==> src/rtl/cordic_arbiter.sv <==
// Round-robin arbiter sharing one CORDIC engine among NREQ requesters.
// Latches the winner's operands, launches the engine, and routes the result or a timeout back.
module cordic_arbiter #(
  parameter int unsigned NREQ    = 3,
  parameter int unsigned W       = 24,
  parameter int unsigned TIMEOUT = 64
) (
  input  logic                clk,
  input  logic                rst_n,
  input  logic [NREQ-1:0]     req,
  input  logic [NREQ*W-1:0]   req_x,
  input  logic [NREQ*W-1:0]   req_y,
  output logic [NREQ-1:0]     gnt,
  output logic [NREQ-1:0]     rsp_valid,
  output logic [W-1:0]        rsp_angle,
  output logic [W-1:0]        rsp_magnitude,
  output logic                err_timeout,
  output logic                busy,
  output logic [W-1:0]        crd_x,
  output logic [W-1:0]        crd_y,
  output logic                crd_start,
  input  logic                crd_done,
  input  logic [W-1:0]        crd_angle,
  input  logic [W-1:0]        crd_magnitude
);

  localparam int unsigned OW = (NREQ > 1) ? $clog2(NREQ) : 1;
  localparam int unsigned CW = $clog2(TIMEOUT + 1);

  typedef enum logic [1:0] {
    ST_IDLE,
    ST_LAUNCH,
    ST_WAIT,
    ST_DELIVER
  } state_t;

  state_t          state, state_n;
  logic [OW-1:0]   owner, owner_n;
  logic [CW-1:0]   cnt, cnt_n;
  logic [OW-1:0]   win;
  logic            win_found;
  logic [NREQ-1:0] gnt_n, rsp_valid_n;
  logic [W-1:0]    crd_x_n, crd_y_n, rsp_angle_n, rsp_magnitude_n;
  logic            crd_start_n, err_timeout_n, busy_n;

  // Round-robin search starting just after the last owner, wrapping around.
  always_comb begin
    win_found = 1'b0;
    win       = '0;
    for (int unsigned k = 1; k <= NREQ; k++) begin
      if (!win_found && req[OW'((32'(owner) + k) % NREQ)]) begin
        win_found = 1'b1;
        win       = OW'((32'(owner) + k) % NREQ);
      end
    end
  end

  // Next-state and next-output logic; every output is registered below.
  always_comb begin
    state_n         = state;
    owner_n         = owner;
    cnt_n           = cnt;
    crd_x_n         = crd_x;
    crd_y_n         = crd_y;
    rsp_angle_n     = rsp_angle;
    rsp_magnitude_n = rsp_magnitude;
    gnt_n           = '0;
    rsp_valid_n     = '0;
    crd_start_n     = 1'b0;
    err_timeout_n   = 1'b0;

    case (state)
      ST_IDLE: begin
        if (win_found) begin
          state_n     = ST_LAUNCH;
          owner_n     = win;
          crd_x_n     = req_x[32'(win) * W +: W];
          crd_y_n     = req_y[32'(win) * W +: W];
          gnt_n       = NREQ'(1) << win;
          crd_start_n = 1'b1;
          cnt_n       = '0;
        end
      end
      ST_LAUNCH: begin
        state_n = ST_WAIT;
        cnt_n   = cnt + CW'(1);
      end
      ST_WAIT: begin
        // A done arriving on the timeout edge still counts as a completion.
        if (crd_done) begin
          state_n         = ST_DELIVER;
          rsp_angle_n     = crd_angle;
          rsp_magnitude_n = crd_magnitude;
          rsp_valid_n     = NREQ'(1) << owner;
        end else if (cnt >= CW'(TIMEOUT - 1)) begin
          state_n       = ST_IDLE;
          err_timeout_n = 1'b1;
        end else begin
          cnt_n = cnt + CW'(1);
        end
      end
      ST_DELIVER: begin
        state_n = ST_IDLE;
      end
      default: begin
        state_n = ST_IDLE;
      end
    endcase

    busy_n = (state_n != ST_IDLE);
  end

  always_ff @(posedge clk or negedge rst_n) begin
    if (!rst_n) begin
      state         <= ST_IDLE;
      owner         <= OW'(NREQ - 1);
      cnt           <= '0;
      crd_x         <= '0;
      crd_y         <= '0;
      rsp_angle     <= '0;
      rsp_magnitude <= '0;
      gnt           <= '0;
      rsp_valid     <= '0;
      crd_start     <= 1'b0;
      err_timeout   <= 1'b0;
      busy          <= 1'b0;
    end else begin
      state         <= state_n;
      owner         <= owner_n;
      cnt           <= cnt_n;
      crd_x         <= crd_x_n;
      crd_y         <= crd_y_n;
      rsp_angle     <= rsp_angle_n;
      rsp_magnitude <= rsp_magnitude_n;
      gnt           <= gnt_n;
      rsp_valid     <= rsp_valid_n;
      crd_start     <= crd_start_n;
      err_timeout   <= err_timeout_n;
      busy          <= busy_n;
    end
  end

endmodule

==> config.mk <==
export PLATFORM = sky130hd
export DESIGN_NAME = cordic_arbiter
export DESIGN_NICKNAME = d
export VERILOG_FILES = /design/src/rtl/cordic_arbiter.sv
export SDC_FILE = /design/constraint.sdc
export NUM_CORES = 1
export LEC_CHECK = 0
export BUFFER_PORTS_ARGS = -buffer_cell sky130_fd_sc_hd__buf_4
export CELL_PAD_IN_SITES_DETAIL_PLACEMENT = 1
export CELL_PAD_IN_SITES_GLOBAL_PLACEMENT = 2
export CORE_MARGIN = 2
export CORE_UTILIZATION = 23
export CTS_BUF_LIST = sky130_fd_sc_hd__clkbuf_4 sky130_fd_sc_hd__clkbuf_8 sky130_fd_sc_hd__clkbuf_16
export CTS_CLUSTER_DIAMETER = 30
export DETAILED_ROUTE_END_ITERATION = 10
export GPL_ROUTABILITY_DRIVEN = 0
export PLACE_DENSITY_LB_ADDON = 0.1
export SETUP_SLACK_MARGIN = 0.02
export SYNTH_ARGS = -nofsm -noshare
export SYNTH_HDL_FRONTEND = slang
export SYNTH_SLANG_ARGS = --single-unit
==> constraint.sdc <==
create_clock -name clk -period 2 [get_ports clk]
set_input_delay 0.4 -clock clk [delete_from_list [all_inputs] [get_ports clk]]
set_output_delay 0.4 -clock clk [all_outputs]
set_load 0.01 [all_outputs]
# ---- After elaboration in Yosys (flattened, before gate mapping)
# Index checks and enable logic that the tools add are counted.
dict set report op_classes {
  shifts 4
  mul 1
  div_mod_pow 3
  eq_ne 6
  addsub 4
  n_reduce_logical 10
  mux 29
  magnitude_cmp 4
}
# operator n
set ops {}
lappend ops {{$shiftx A72 B8 Y24} 2}
lappend ops {{$mod A32 B2 Y32 const B} 3}
lappend ops {{$mux W7} 3}
lappend ops {{$pmux W7 S3} 1}
lappend ops {{$mux W2} 6}
lappend ops {{$mux W3} 4}
lappend ops {{$mux W1} 11}
lappend ops {{$lt A2 B3 Y1 const B} 3}
lappend ops {{$pmux W2 S4} 1}
lappend ops {{$add A7 B1 Y7 const B} 1}
lappend ops {{$ge A7 B6 Y1 const B} 1}
lappend ops {{$add A2 B2 Y3 const B} 2}
lappend ops {{$bmux W1 S2} 3}
lappend ops {{$ne A2 B2 Y1 const B} 3}
lappend ops {{$shl A1 B2 Y3 const A} 2}
lappend ops {{$eq A2 B2 Y1 const B} 2}
lappend ops {{$mul A2 B2 Y4 const B} 1}
lappend ops {{$reduce_and A2 Y1} 2}
lappend ops {{$reduce_and A4 Y1} 1}
lappend ops {{$add A2 B1 Y3 const B} 1}
lappend ops {{$reduce_bool A3 Y1} 1}
lappend ops {{$eq A2 B1 Y1 const B} 1}
lappend ops {{$logic_and A1 B1 Y1} 2}
lappend ops {{$logic_not A1 Y1} 2}
lappend ops {{2 further kinds} 2}
dict set report word_totals {
  elab_cells 73
  inputBits 198
  reg_bits 116
  output_inout_bits 105
}

# ---- Longest topological paths before layout
dict set report depth {
  word_depth 14
  depth_mapped 9
  depth_no_buf 8
}

# ---- Least setup slack after synthesis
# OpenSTA, ideal clock, no wires.
dict set report synth_timing {
  kind {reg2reg}
  startpoint {register owner[1]}
  endpoint {register crd_y[10]}
  period_less_slack_ns 2.116
  path_slack_ns -0.116
  t_required_ns 1.866
  path_buffers 1
  setup_time_ns 0.134
  arrival_time_ns 1.982
  path_stages_with_launch 8
  path_cell_list {dfstp_2 > inv_1 > ha_1 > maj3_1 > o211ai_4 > buf_8 > mux2i_1 > o211ai_2}
}
dict set report synth_between {
  elab_chain_len 13
  word_cells_on_any_way 25
  classes_between {add/sub (3); mul (1); div (3); shift (1); mux (12); reduce/logical (5)}
}
# item line
set synth_lines {}
lappend synth_lines {{start, declared} 38} ;# logic [OW-1:0] owner, owner_n;
lappend synth_lines {{start signal, assigned} 116} ;# owner <= OW'(NREQ - 1);
lappend synth_lines {{start signal, assigned} 129} ;# owner <= owner_n;
lappend synth_lines {{$add A2 B1 Y3} {51, 53}}
lappend synth_lines {{$mod A32 B2 Y32} {51, 53}}
lappend synth_lines {{$bmux W1 S2} 51} ;# if (!win_found && req[OW'((32'(owner) + k) % NREQ)]) begin
lappend synth_lines {{$mux W1 (not written as such)} 51}
lappend synth_lines {{$mux W1} 51}
lappend synth_lines {{$logic_not A1 Y1} 51}
lappend synth_lines {{$logic_and A1 B1 Y1} 51}
lappend synth_lines {{$mux W1} 51}
lappend synth_lines {{$logic_not A1 Y1} 51}
lappend synth_lines {{$logic_and A1 B1 Y1} 51}
lappend synth_lines {{$mux W2} 51}
lappend synth_lines {{$mul A2 B2 Y4} 78} ;# crd_y_n = req_y[32'(win) * W +: W];
lappend synth_lines {{$shiftx A72 B8 Y24} 78}
lappend synth_lines {{end signal, assigned} 132} ;# crd_y <= crd_y_n;
lappend synth_lines {{end, declared} 20} ;# output logic [W-1:0] crd_y,
# Parallel ways exist; a longest one is shown, timed or not. The select of a mux whose other input is x is not followed.
# A chain may end at the register's enable or synchronous reset.

# ---- Worst setup path after layout
dict set report layout_timing {
  startpoint {register owner[1]}
  endpoint {register crd_x[23]}
}
dict set report layout_between {
  elab_chain_len 13
  word_cells_on_any_way 25
  classes_between {add/sub (3); mul (1); div (3); shift (1); mux (12); reduce/logical (5)}
}
# item line
set layout_lines {}
lappend layout_lines {{$add A2 B1 Y3} {51, 53}}
lappend layout_lines {{$mod A32 B2 Y32} {51, 53}}
lappend layout_lines {{$bmux W1 S2} 51}
lappend layout_lines {{$mux W1 (not written as such)} 51}
lappend layout_lines {{$mux W1} 51}
lappend layout_lines {{$logic_not A1 Y1} 51}
lappend layout_lines {{$logic_and A1 B1 Y1} 51}
lappend layout_lines {{$mux W1} 51}
lappend layout_lines {{$logic_not A1 Y1} 51}
lappend layout_lines {{$logic_and A1 B1 Y1} 51}
lappend layout_lines {{$mux W2} 51}
lappend layout_lines {{$mul A2 B2 Y4} 77} ;# crd_x_n = req_x[32'(win) * W +: W];
lappend layout_lines {{$shiftx A72 B8 Y24} 77}
lappend layout_lines {{end signal, assigned} 131} ;# crd_x <= crd_x_n;
lappend layout_lines {{end, declared} 19} ;# output logic [W-1:0] crd_x,
# Parallel ways exist; a longest one is shown, timed or not. The select of a mux whose other input is x is not followed.

==> results.sh <==
export IMPL_violations="negative setup slack"
export IMPL_detail_route_wl_per_cell_um=19.8
export IMPL_clockRootBuffer="clkbuf_16"
export IMPL_portBuffers=302
export IMPL_reg2reg_depth=11
export IMPL_grt_pass1_vias=6116
export IMPL_die_y_um=159
export IMPL_place_area_mm2=0.00845
export IMPL_drc=0
export IMPL_area_delta_synth_final_pct=79.3
export IMPL_cts_clk_slew_worst_paths_ns=0.06
export IMPL_antenna_found_initial=1
export IMPL_dr_pass1_iters=4
export IMPL_grt_use_total_pct=18.2
export IMPL_highest_layer="met4"
export IMPL_max_freq_ghz=0.456
export IMPL_outcome="finished, violations left"
export IMPL_final_antenna_net_count=0
export IMPL_synth_edf_count=0
export IMPL_swShare_pct=37.1
export IMPL_start_util_pct=23.5
export IMPL_die_area_mm2=0.0253
export IMPL_synth_cell_type_count=41
export IMPL_postSynthCellCount=488
export IMPL_htreeDepth=4
export IMPL_slew_viol_final=0
export IMPL_cts_sinks=116
export IMPL_met1_length_um=8940
export IMPL_syn_area_mm2=0.00553
export IMPL_start_kind="register"
export IMPL_final_cell_mix="buf_4, dfrtp_1, nand2_1, nand3_1, mux2_2"
export IMPL_path_buf_inv=5
export IMPL_design_area_mm2=0.00991
export IMPL_irDropWorstVdd_v=0.000641
export IMPL_vias_per_cell=4.60
export IMPL_intPower_mw=10.3
export IMPL_synth_main_ff_cell="dfrtp_1"
export IMPL_overflow=0
export IMPL_hpwl_um=15900
export IMPL_die_w_um=159
export IMPL_hold_viol_final=0
export IMPL_critPathCaptureType="register"
export IMPL_io_pin_count=303
export IMPL_maxSlewHeadroom_pct=70.7
export IMPL_route_met3_wl_um=1680
export IMPL_critPathTopFamily="buffers and inverters"
export IMPL_grt_max_degree=78
export IMPL_clk_latency_ns=0.41
export IMPL_routed_wl_met2_um=12000
export IMPL_fin_crit_sh_pct=110
export IMPL_design_core_area_mm2=0.0235
export IMPL_rsz0062_at_grt="yes"
export IMPL_vias=5414
export IMPL_crit_type="reg -> reg"
export IMPL_avgSynthCellArea_um2=11.3
export IMPL_cts_max_path_buffers=2
export IMPL_syn_num_nets=693
export IMPL_grt_pass1_wl_um=35600
export IMPL_worst_ep_arrival_time_ns=2.51
export IMPL_p_comb_share_pct=55.7
export IMPL_p_total_mw=16.4
export IMPL_drt_iter0_markers=152
export IMPL_synth_async_sr_flop_share_pct=100
export IMPL_ys_ff_latch=116
export IMPL_cp_common_cell="buf_12"
export IMPL_yosysSeqAreaShare_pct=52.5
export IMPL_worst_path_max_delay_cell="dfstp_2"
export IMPL_finClkSkew_ns=0.0131
export IMPL_path_max_fanout=21
export IMPL_synth_warnings=0
export IMPL_setup_violations=58
export IMPL_critPathMaxStageDelay_ns=0.57
export IMPL_cp_depth=11
export IMPL_final_common_cell="buf_4"
export IMPL_tightest_slew_ns=0.440
export IMPL_rows=56
export IMPL_power_frac_clock_pct=19.7
export IMPL_nets=1048
export IMPL_leakage_nw=4.75
export IMPL_min_period_ns=2.20
export IMPL_worst_hold_path_num_cells=2
export IMPL_drive_above_1_share_pct=58.9
export IMPL_seqPwrFrac_pct=24.6
export IMPL_cap_violations=0
export IMPL_cts_buffers=17
export IMPL_wl_um=23200
export IMPL_cp_cell_sequence="inv_4, ha_4, o21ai_2, nand3_1, buf_4, nand4_1, inv_2, buf_12, nand2_8, buf_12, o211ai_1"
export IMPL_cp_required_ns=2.32
export IMPL_hp_class="in -> reg"
export IMPL_worst_slack_ns=-0.195
export IMPL_switching_power_mw=6.09
export IMPL_cts_tree="built"
export IMPL_p_per_area_mw_per_mm2=1660
state kept, by name, summed over array words and instances (netlist names):
| register | flops |
|---|---|
| crd_start | 1 |
| gnt | 3 |
| err_timeout | 1 |
| busy | 1 |
| crd_x | 24 |
| rsp_angle | 24 |
| state | 2 |
| owner | 2 |
| rsp_magnitude | 24 |
| cnt | 7 |
| rsp_valid | 3 |
| crd_y | 24 |
final cells by class:
type | count | area [um^2]
fill | 2629 | 13600
timing repair buffer | 369 | 3290
sequential | 116 | 2900
multi-input combinational | 328 | 2650
clock buffer | 17 | 425
tap | 319 | 399
clock inverter | 15 | 195
inverter | 11 | 43.8
antenna | 1 | 2.50
timing repair:
item	in CTS	in global routing
cloned	10	1
endpoints found under the hold margin	14	0
buffers inserted	20	3
endpoints found under the setup margin	63	110
pin swaps	14	18
hold buffers	1	0
gates resized for setup	57	39
stage by stage:
step	TNS (ns)	setup WS, ns	util [%]	instances	hold slack (ns)
after floorplan	-0.514	-0.0333	-	488	0.104
after global routing	-14.56	-0.296	42.1	1176	0.168
after detailed placement	-16.62	-0.353	35.9	1114	0.310
after global placement	-13.15	-0.255	35.9	1114	0.308
after CTS	-8.45	-0.213	41.4	1175	0.151
final	-7.84	-0.195	42.1	1176	0.171
final timing paths:
kind	from	to	slack, ns
max in group asynchronous	rst_n	rsp_magnitude[20]	0.83
worst max register to register	owner[1]	crd_x[23]	-0.20
min in group asynchronous	rst_n	crd_y[5]	0.45
worst min-delay path	crd_done	err_timeout	0.17
worst max-delay path	owner[1]	crd_x[23]	-0.20
worst min register to register	crd_y[3]	crd_y[3]	0.49
power by group through the flow:
stage	clock (mW)	combinational [mW]	sequential, mW
6_report	3.23	9.15	4.04
2_1_floorplan	0	3.15	4.48
3_5_place_dp	0	7.27	4.08
4_1_cts	3.32	9.08	4.05
3_3_place_gp	0	7.11	4.03
5_1_grt	3.44	9.85	4.19
layer usage:
layer	track usage (%)	vias up
li1	-	2501
met1	20.0	2674
met2	32.4	208
met3	6.17	31
met4	7.19	0
met5	0	-
logic make-up (layout without fill, tap and decap cells):
group / Yosys count / count (layout) / synth area share, %
AOI/OAI and AO/OA: 88 / 88 / 12.0
adders and majority gates: 8 / 8 / 1.77
buffers and inverters: 44 / 412 / 4.19
DFF: 116 / 116 / 52.5
muxes: 96 / 96 / 18.5
other: 0 / 1 / 0
and+or+nand+nor: 136 / 136 / 11.0
Yosys cell counts (all sizes together), types with 2 or more instances:
master  count  area (um^2)
a21oi       3         15.0
a31oi       2         12.5
and3        4         25.0
buf        17          130
clkbuf     16         60.1
dfrtp     115         2880
ha          7         87.6
inv        11         41.3
mux2       48          541
mux2i      48          480
nand2      61          229
nand2b      2         12.5
nand3      52          260
nor2        8         30.0
nor3        3         15.0
o211ai     49          417
o21ai      20          100
o31ai       4         30.0
or3         2         12.5
Note: power is estimated with default switching activity, not from simulation.
